<file path="src/rtl/float8_dot_accumulator.sv">
// Float8 dot-product accumulator: sums a stream of Float8 products plus a bias
// in exact signed fixed point, then normalises and truncates the sum to one Float8 result.
module float8_dot_accumulator #(
  parameter int unsigned MAX_LEN = 1024,
  parameter int unsigned LEN_W   = $clog2(MAX_LEN + 1),
  parameter int unsigned ACC_W   = 20 + $clog2(MAX_LEN)
) (
  input  logic             iClk,
  input  logic             iRst_n,
  input  logic             iStart,
  input  logic [LEN_W-1:0] iLen,
  input  logic [7:0]       iBias,
  input  logic             iProdValid,
  input  logic [7:0]       iProd,
  input  logic             iProdOvf,
  output logic             oProdReady,
  output logic             oBusy,
  output logic             oValid,
  input  logic             iResultReady,
  output logic [7:0]       oResult,
  output logic             oOverflow
);

  localparam int unsigned LEAD_W = $clog2(ACC_W);

  localparam logic [1:0] IDLE  = 2'd0;
  localparam logic [1:0] ACCUM = 2'd1;
  localparam logic [1:0] NORM  = 2'd2;
  localparam logic [1:0] DONE  = 2'd3;

  logic [1:0]       state;
  logic [1:0]       state_n;
  logic [ACC_W-1:0] acc;
  logic [LEN_W-1:0] cnt;
  logic             sticky;
  logic             ovf_sign;

  logic             accept;
  logic             acc_neg;
  logic [ACC_W-1:0] acc_abs;
  logic [LEAD_W-1:0] lead;
  logic [3:0]       norm_exp;
  logic [2:0]       norm_mant;
  logic [7:0]       norm_result;
  logic             norm_ovf;

  // Exact Float8 to fixed-point conversion (LSB weight 2^-10), two's complement.
  function automatic logic [ACC_W-1:0] fix8(input logic [7:0] f);
    logic [ACC_W-1:0] mag;
    mag = ACC_W'({1'b1, f[2:0]}) << f[6:3];
    if (f[6:0] == 7'd0) begin
      mag = '0;
    end
    return f[7] ? (~mag + ACC_W'(1)) : mag;
  endfunction

  assign accept = iProdValid && (state == ACCUM);

  // State register.
  always_ff @(posedge iClk) begin
    if (!iRst_n) begin
      state <= IDLE;
    end else begin
      state <= state_n;
    end
  end

  // Next-state logic.
  always_comb begin
    state_n = state;
    case (state)
      IDLE:    if (iStart) state_n = (iLen == '0) ? NORM : ACCUM;
      ACCUM:   if (accept && (cnt == LEN_W'(1))) state_n = NORM;
      NORM:    state_n = DONE;
      DONE:    if (iResultReady) state_n = IDLE;
      default: state_n = IDLE;
    endcase
  end

  // Normalise |acc| into a truncated Float8 with saturation and flush-to-zero.
  always_comb begin
    acc_neg = acc[ACC_W-1];
    acc_abs = acc_neg ? (~acc + ACC_W'(1)) : acc;
    lead    = '0;
    for (int i = 0; i < ACC_W; i++) begin
      if (acc_abs[i]) lead = LEAD_W'(i);
    end
    norm_exp  = 4'(lead - LEAD_W'(3));
    norm_mant = 3'(acc_abs >> (lead - LEAD_W'(3)));
    norm_result = {acc_neg, norm_exp, norm_mant};
    norm_ovf    = 1'b0;
    if (sticky) begin
      norm_result = {ovf_sign, 7'h7F};
      norm_ovf    = 1'b1;
    end else if (lead < LEAD_W'(3)) begin
      norm_result = 8'h00;
    end else if (lead > LEAD_W'(18)) begin
      norm_result = {acc_neg, 7'h7F};
      norm_ovf    = 1'b1;
    end
  end

  // Accumulator, product counter and overflow tracking.
  always_ff @(posedge iClk) begin
    if (!iRst_n) begin
      acc      <= '0;
      cnt      <= '0;
      sticky   <= 1'b0;
      ovf_sign <= 1'b0;
    end else if ((state == IDLE) && iStart) begin
      acc      <= fix8(iBias);
      cnt      <= iLen;
      sticky   <= 1'b0;
      ovf_sign <= 1'b0;
    end else if (accept) begin
      cnt <= cnt - LEN_W'(1);
      if (iProdOvf) begin
        sticky <= 1'b1;
        if (!sticky) ovf_sign <= iProd[7];
      end else begin
        acc <= acc + fix8(iProd);
      end
    end
  end

  // Registered handshake/status outputs follow the upcoming state; result captured in NORM.
  always_ff @(posedge iClk) begin
    if (!iRst_n) begin
      oProdReady <= 1'b0;
      oBusy      <= 1'b0;
      oValid     <= 1'b0;
      oResult    <= 8'h00;
      oOverflow  <= 1'b0;
    end else begin
      oProdReady <= (state_n == ACCUM);
      oBusy      <= (state_n != IDLE);
      oValid     <= (state_n == DONE);
      if (state == NORM) begin
        oResult   <= norm_result;
        oOverflow <= norm_ovf;
      end
    end
  end

endmodule
</file>
<file path="config.mk">
export PLATFORM = sky130hd
export DESIGN_NAME = float8_dot_accumulator
export DESIGN_NICKNAME = d
export VERILOG_FILES = /design/src/rtl/float8_dot_accumulator.sv
export SDC_FILE = /design/constraint.sdc
export NUM_CORES = 1
export LEC_CHECK = 0
export ABC_AREA = 1
export CAP_MARGIN = 15
export CORE_ASPECT_RATIO = 0.6
export CORE_MARGIN = 2
export CORE_UTILIZATION = 51
export CTS_BUF_LIST = sky130_fd_sc_hd__clkbuf_8
export CTS_CLUSTER_DIAMETER = 30
export DETAILED_ROUTE_END_ITERATION = 7
export PLACE_DENSITY = 0.79
export SYNTH_ARGS = -nofsm -noshare
export SYNTH_HDL_FRONTEND = slang
export SYNTH_SLANG_ARGS = --single-unit
</file>
<file path="constraint.sdc">
create_clock -name iClk -period 16.02 [get_ports iClk]
set_input_delay 4.806 -clock iClk [delete_from_list [all_inputs] [get_ports iClk]]
set_output_delay 4.806 -clock iClk [all_outputs]
set_load 0.02 [all_outputs]
</file>
==> metrics list <==
- Distinct cell type count after synthesis: 53
- For this run, the register share of the synthesized area comes to 0.154.
- Clock latency reported for the late side of the worst-skew pair: 0.35 ns
- Arr. time, crit path: about 10 ns
- Across every metal layer, demand over resource in global routing totals 0.280.
- Summed over all nets, the switching power comes to 0.000471 W.
- GRT overflow: 0
* Total negative setup slack: 0 ns
- Least-Margin Pin Slew: 1.11 ns
- Headroom to the max-slew limit came out at 0.260.
- CP Data Required Time: 16.26 ns
- Number of antenna violations at the first check in global routing: 0
- Input and output buffers added on the ports amount to between 40 and 50.
- For this block, the routed nets add up to 21500 microns of wire.
- For this run, the number of Yosys warnings is 0.
- Number of buffers inserted for hold repair after clock tree synthesis: 0
- The first detailed-routing pass took 5 iterations.
- The floorplan step defined a core boundary enclosing 0.0143 sq mm.
* Share of layout cells above drive strength 1: 0.0715
* Number of register bits inferred by synthesis: 57
* Clock Sinks: 57
- Derived from the worst setup path, the maximum achievable clock frequency is 99.6 MHz.
* Run status: finished, final reports clean
- Most frequent cells in the layout: sky130_fd_sc_hd__nand2_1 (329), sky130_fd_sc_hd__inv_1 (175), sky130_fd_sc_hd__nor2_1 (145)
- Clock slew at reported path FFs: 0.07 ns
* Logic gate share of total power: 0.636
- Clk pwr share: 0.172
- Entering global routing, the biggest net connects 41 pins.
* Post-Syn Instances: 1291
* Metal2 WL: 7620 microns
- Count of instances resized after the clock tree is built: 0
- The final hold violation count was 0.
* Critical path buffer and inverter count: 4
- Count of pins on the block boundary: between 40 and 50
* Critical path endpoint category: register
* Syn Nets: 1361
* Level count of the clock H-tree: 3
* Wire length on met1: 11200 microns
- In this run the cell area of the synthesized design comes to 0.00741 sq mm.
* Total count of max-transition violations in the final report: 0
* Cell internal pwr: 0.000449 W
* Peak VDD IR: around 52 uV
* CTS tree: built
- The worst setup path is of the in2reg kind.
* Synthesis-to-layout area growth: 10.5%
- Portion of total power attributed to sequential cells: 0.192
- For this run, design rule violations remaining after detail routing come to 0.
- Final weighted congestion in routability-driven placement: 0.934
- Die footprint: 0.0155 sq mm
- Setup bufs post-CTS: 0
- The wire-length estimate of the detail-placed layout is 17000 microns.
- The floorplan has 34 rows.
- For this run, the slowest stage of the critical path takes 0.62 ns.
* Number of setup violations in the final report: 0
* Critical Path Fanout Max: 18
- The worst setup path is launched from a primary input.
- In this run, the number of DRC markers left after iteration 0 of detailed routing was 905.
* Kind of cell with the highest combined delay on the critical path: simple AND/OR/NAND/NOR gates
* PD cells: 112 mW/mm^2
- The first global-routing pass estimated roughly 36000 microns of wire.
- Type of the worst min-delay path: reg2reg
- On the final layout, the worst clock skew is 0.0165 ns.
- At the end of the flow, the number of nets in the layout was 1381.
- Post-layout minimum cycle time: 10.04 ns
- CTS placed an instance of sky130_fd_sc_hd__clkbuf_8 at the clock tree root.
- Setup repair after global routing left no endpoint under its margin.
- Antenna violation net count after detailed routing: 0
- The tightest hold path in the finished design has a slack of 0.491 ns.
- Max-cap violations in this run came to 0.
- After detailed routing, the average wire length per cell comes to 14.2 microns.
* Worst reg2reg setup slack: ~11 ns
- Summed over all cells, the static leakage comes to 4.05 nW.
- Of the available clock period, the critical path in the final layout requires 0.627.
- Dividing the detail-routed via count by the number of cells gives 5.55.
- Across all layers, the routed design uses 8404 vias.
* Die outline width: 160 microns
- Once routing completed, OpenROAD measured the worst setup slack at 5.98 ns.
- The initial utilization of the core area, before any placement, comes to 0.517.
* Top routing layer used: met4
- Switching share of power: 0.512
- Before CTS, the worst setup slack after placement is 5.76 ns.
* Number of buffers created by CTS: 9
- Counting along the longest clock path gives a buffer depth of 2.
* Die Y-Extent: 97.4 microns
* Filler cells: ~1400
- Detailed routing placed a total of 2500 microns of wire on met3.
- The number of global-route vias before repair came to 7232.
- Leaving out fill and tap cells, the most frequent cell in the layout is sky130_fd_sc_hd__nand2_1.
- 0 antenna diodes ended up in the layout.
- On the critical path, the stage with the largest delay is an instance of sky130_fd_sc_hd__nor4_2.
* Per-instance average area after synthesis: about 5.7 sq um
[final timing paths]
path              start    endpoint  cells after the start
max            iProd[6]     acc[27]                     26
min          oResult[3]  oResult[3]                      2
max reg2reg      acc[0]  oResult[0]                     27
min reg2reg  oResult[3]  oResult[3]                      2
[layer usage]
layer | up-vias | track usage
li1 | 4270 | -
met1 | 3702 | 0.466
met2 | 415 | 0.367
met3 | 17 | 0.0487
met4 | 0 | 0.0378
met5 | - | 0
[tightest hold or removal path, cell delays in order (launching register included)]
cell,delay (ns)
sky130_fd_sc_hd__dfxtp_1,0.31
sky130_fd_sc_hd__nand2_1,0.06
sky130_fd_sc_hd__a31oi_1,0.07
[cells in the mapped netlist, drive strengths merged]
| cell | number | area share |
|---|---|---|
| a211oi | 1 | 0.0010 |
| a21boi | 1 | 0.0010 |
| a21o | 1 | 0.0010 |
| a21oi | 72 | 0.049 |
| a221oi | 15 | 0.018 |
| a31oi | 22 | 0.019 |
| a32o | 1 | 0.0014 |
| and2 | 1 | 0.00085 |
| buf | 14 | 0.011 |
| clkbuf | 26 | 0.013 |
| clkinv | 3 | 0.0015 |
| dfxtp | 57 | 0.15 |
| fa | 1 | 0.0027 |
| ha | 36 | 0.061 |
| inv | 190 | 0.096 |
| nand2 | 338 | 0.18 |
| nand3 | 117 | 0.082 |
| nand3b | 3 | 0.0030 |
| nand4 | 9 | 0.010 |
| nor2 | 152 | 0.080 |
| nor3 | 26 | 0.021 |
| nor4 | 5 | 0.0051 |
| o211ai | 28 | 0.030 |
| o21a | 4 | 0.0042 |
| o21ai | 80 | 0.055 |
| o21bai | 4 | 0.0041 |
| o221ai | 2 | 0.0024 |
| o22ai | 2 | 0.0017 |
| o2bb2ai | 1 | 0.0012 |
| o31ai | 3 | 0.0030 |
| or2 | 16 | 0.014 |
| or3 | 1 | 0.00085 |
| or4 | 1 | 0.0010 |
| xnor2 | 20 | 0.024 |
| xor2 | 38 | 0.051 |
[power groups by stage]
stage	combinational (W)	clock (W)	sequential, W
after global placement	0.000563	0	0.000178
final	0.000585	0.000158	0.000177
after floorplan	0.000465	0	0.000171
after global routing	0.000662	0.000167	0.000178
after CTS	0.000570	0.000160	0.000175
after detailed placement	0.000567	0	0.000178
[area by class of cell]
type	count	area (sq um)	share of cell area
Clock inverter	3	63.8	0.00780
Inverter	193	724	0.0885
Timing Repair Buffer	49	478	0.0584
Tap cell	198	248	0.0303
Clock buffer	12	165	0.0202
Multi-Input combinational cell	1001	5360	0.655
Sequential cell	57	1140	0.139
[flip-flops by register name, summed over array words and instances (netlist names)]
name	flops
ovf_sign	1
oBusy	1
acc	30
oProdReady	1
oResult	8
oOverflow	1
cnt	11
sticky	1
oValid	1
state	2
[logic make-up after synthesis]
logic type      share of synthesized area
fa+ha+maj                          0.0635
xor+xnor                           0.0747
buf+inv                             0.122
simple gates                        0.394
compound gates                      0.192
flops                               0.154
[metrics by stage]
| step | power (W) | utilization | instance area, sq um | instances |
|---|---|---|---|---|
| finish | 0.000920 | 0.571 | 8180 | 1513 |
| global route | 0.00101 | 0.571 | 8180 | 1513 |
| CTS | 0.000905 | 0.571 | 8180 | 1513 |
| detailed placement | 0.000745 | 0.555 | 7960 | 1498 |
| global placement | 0.000741 | 0.555 | 7960 | 1498 |
| floorplan | 0.000636 | - | 7410 | 1291 |
Note: power is estimated with default switching activity, not from simulation.
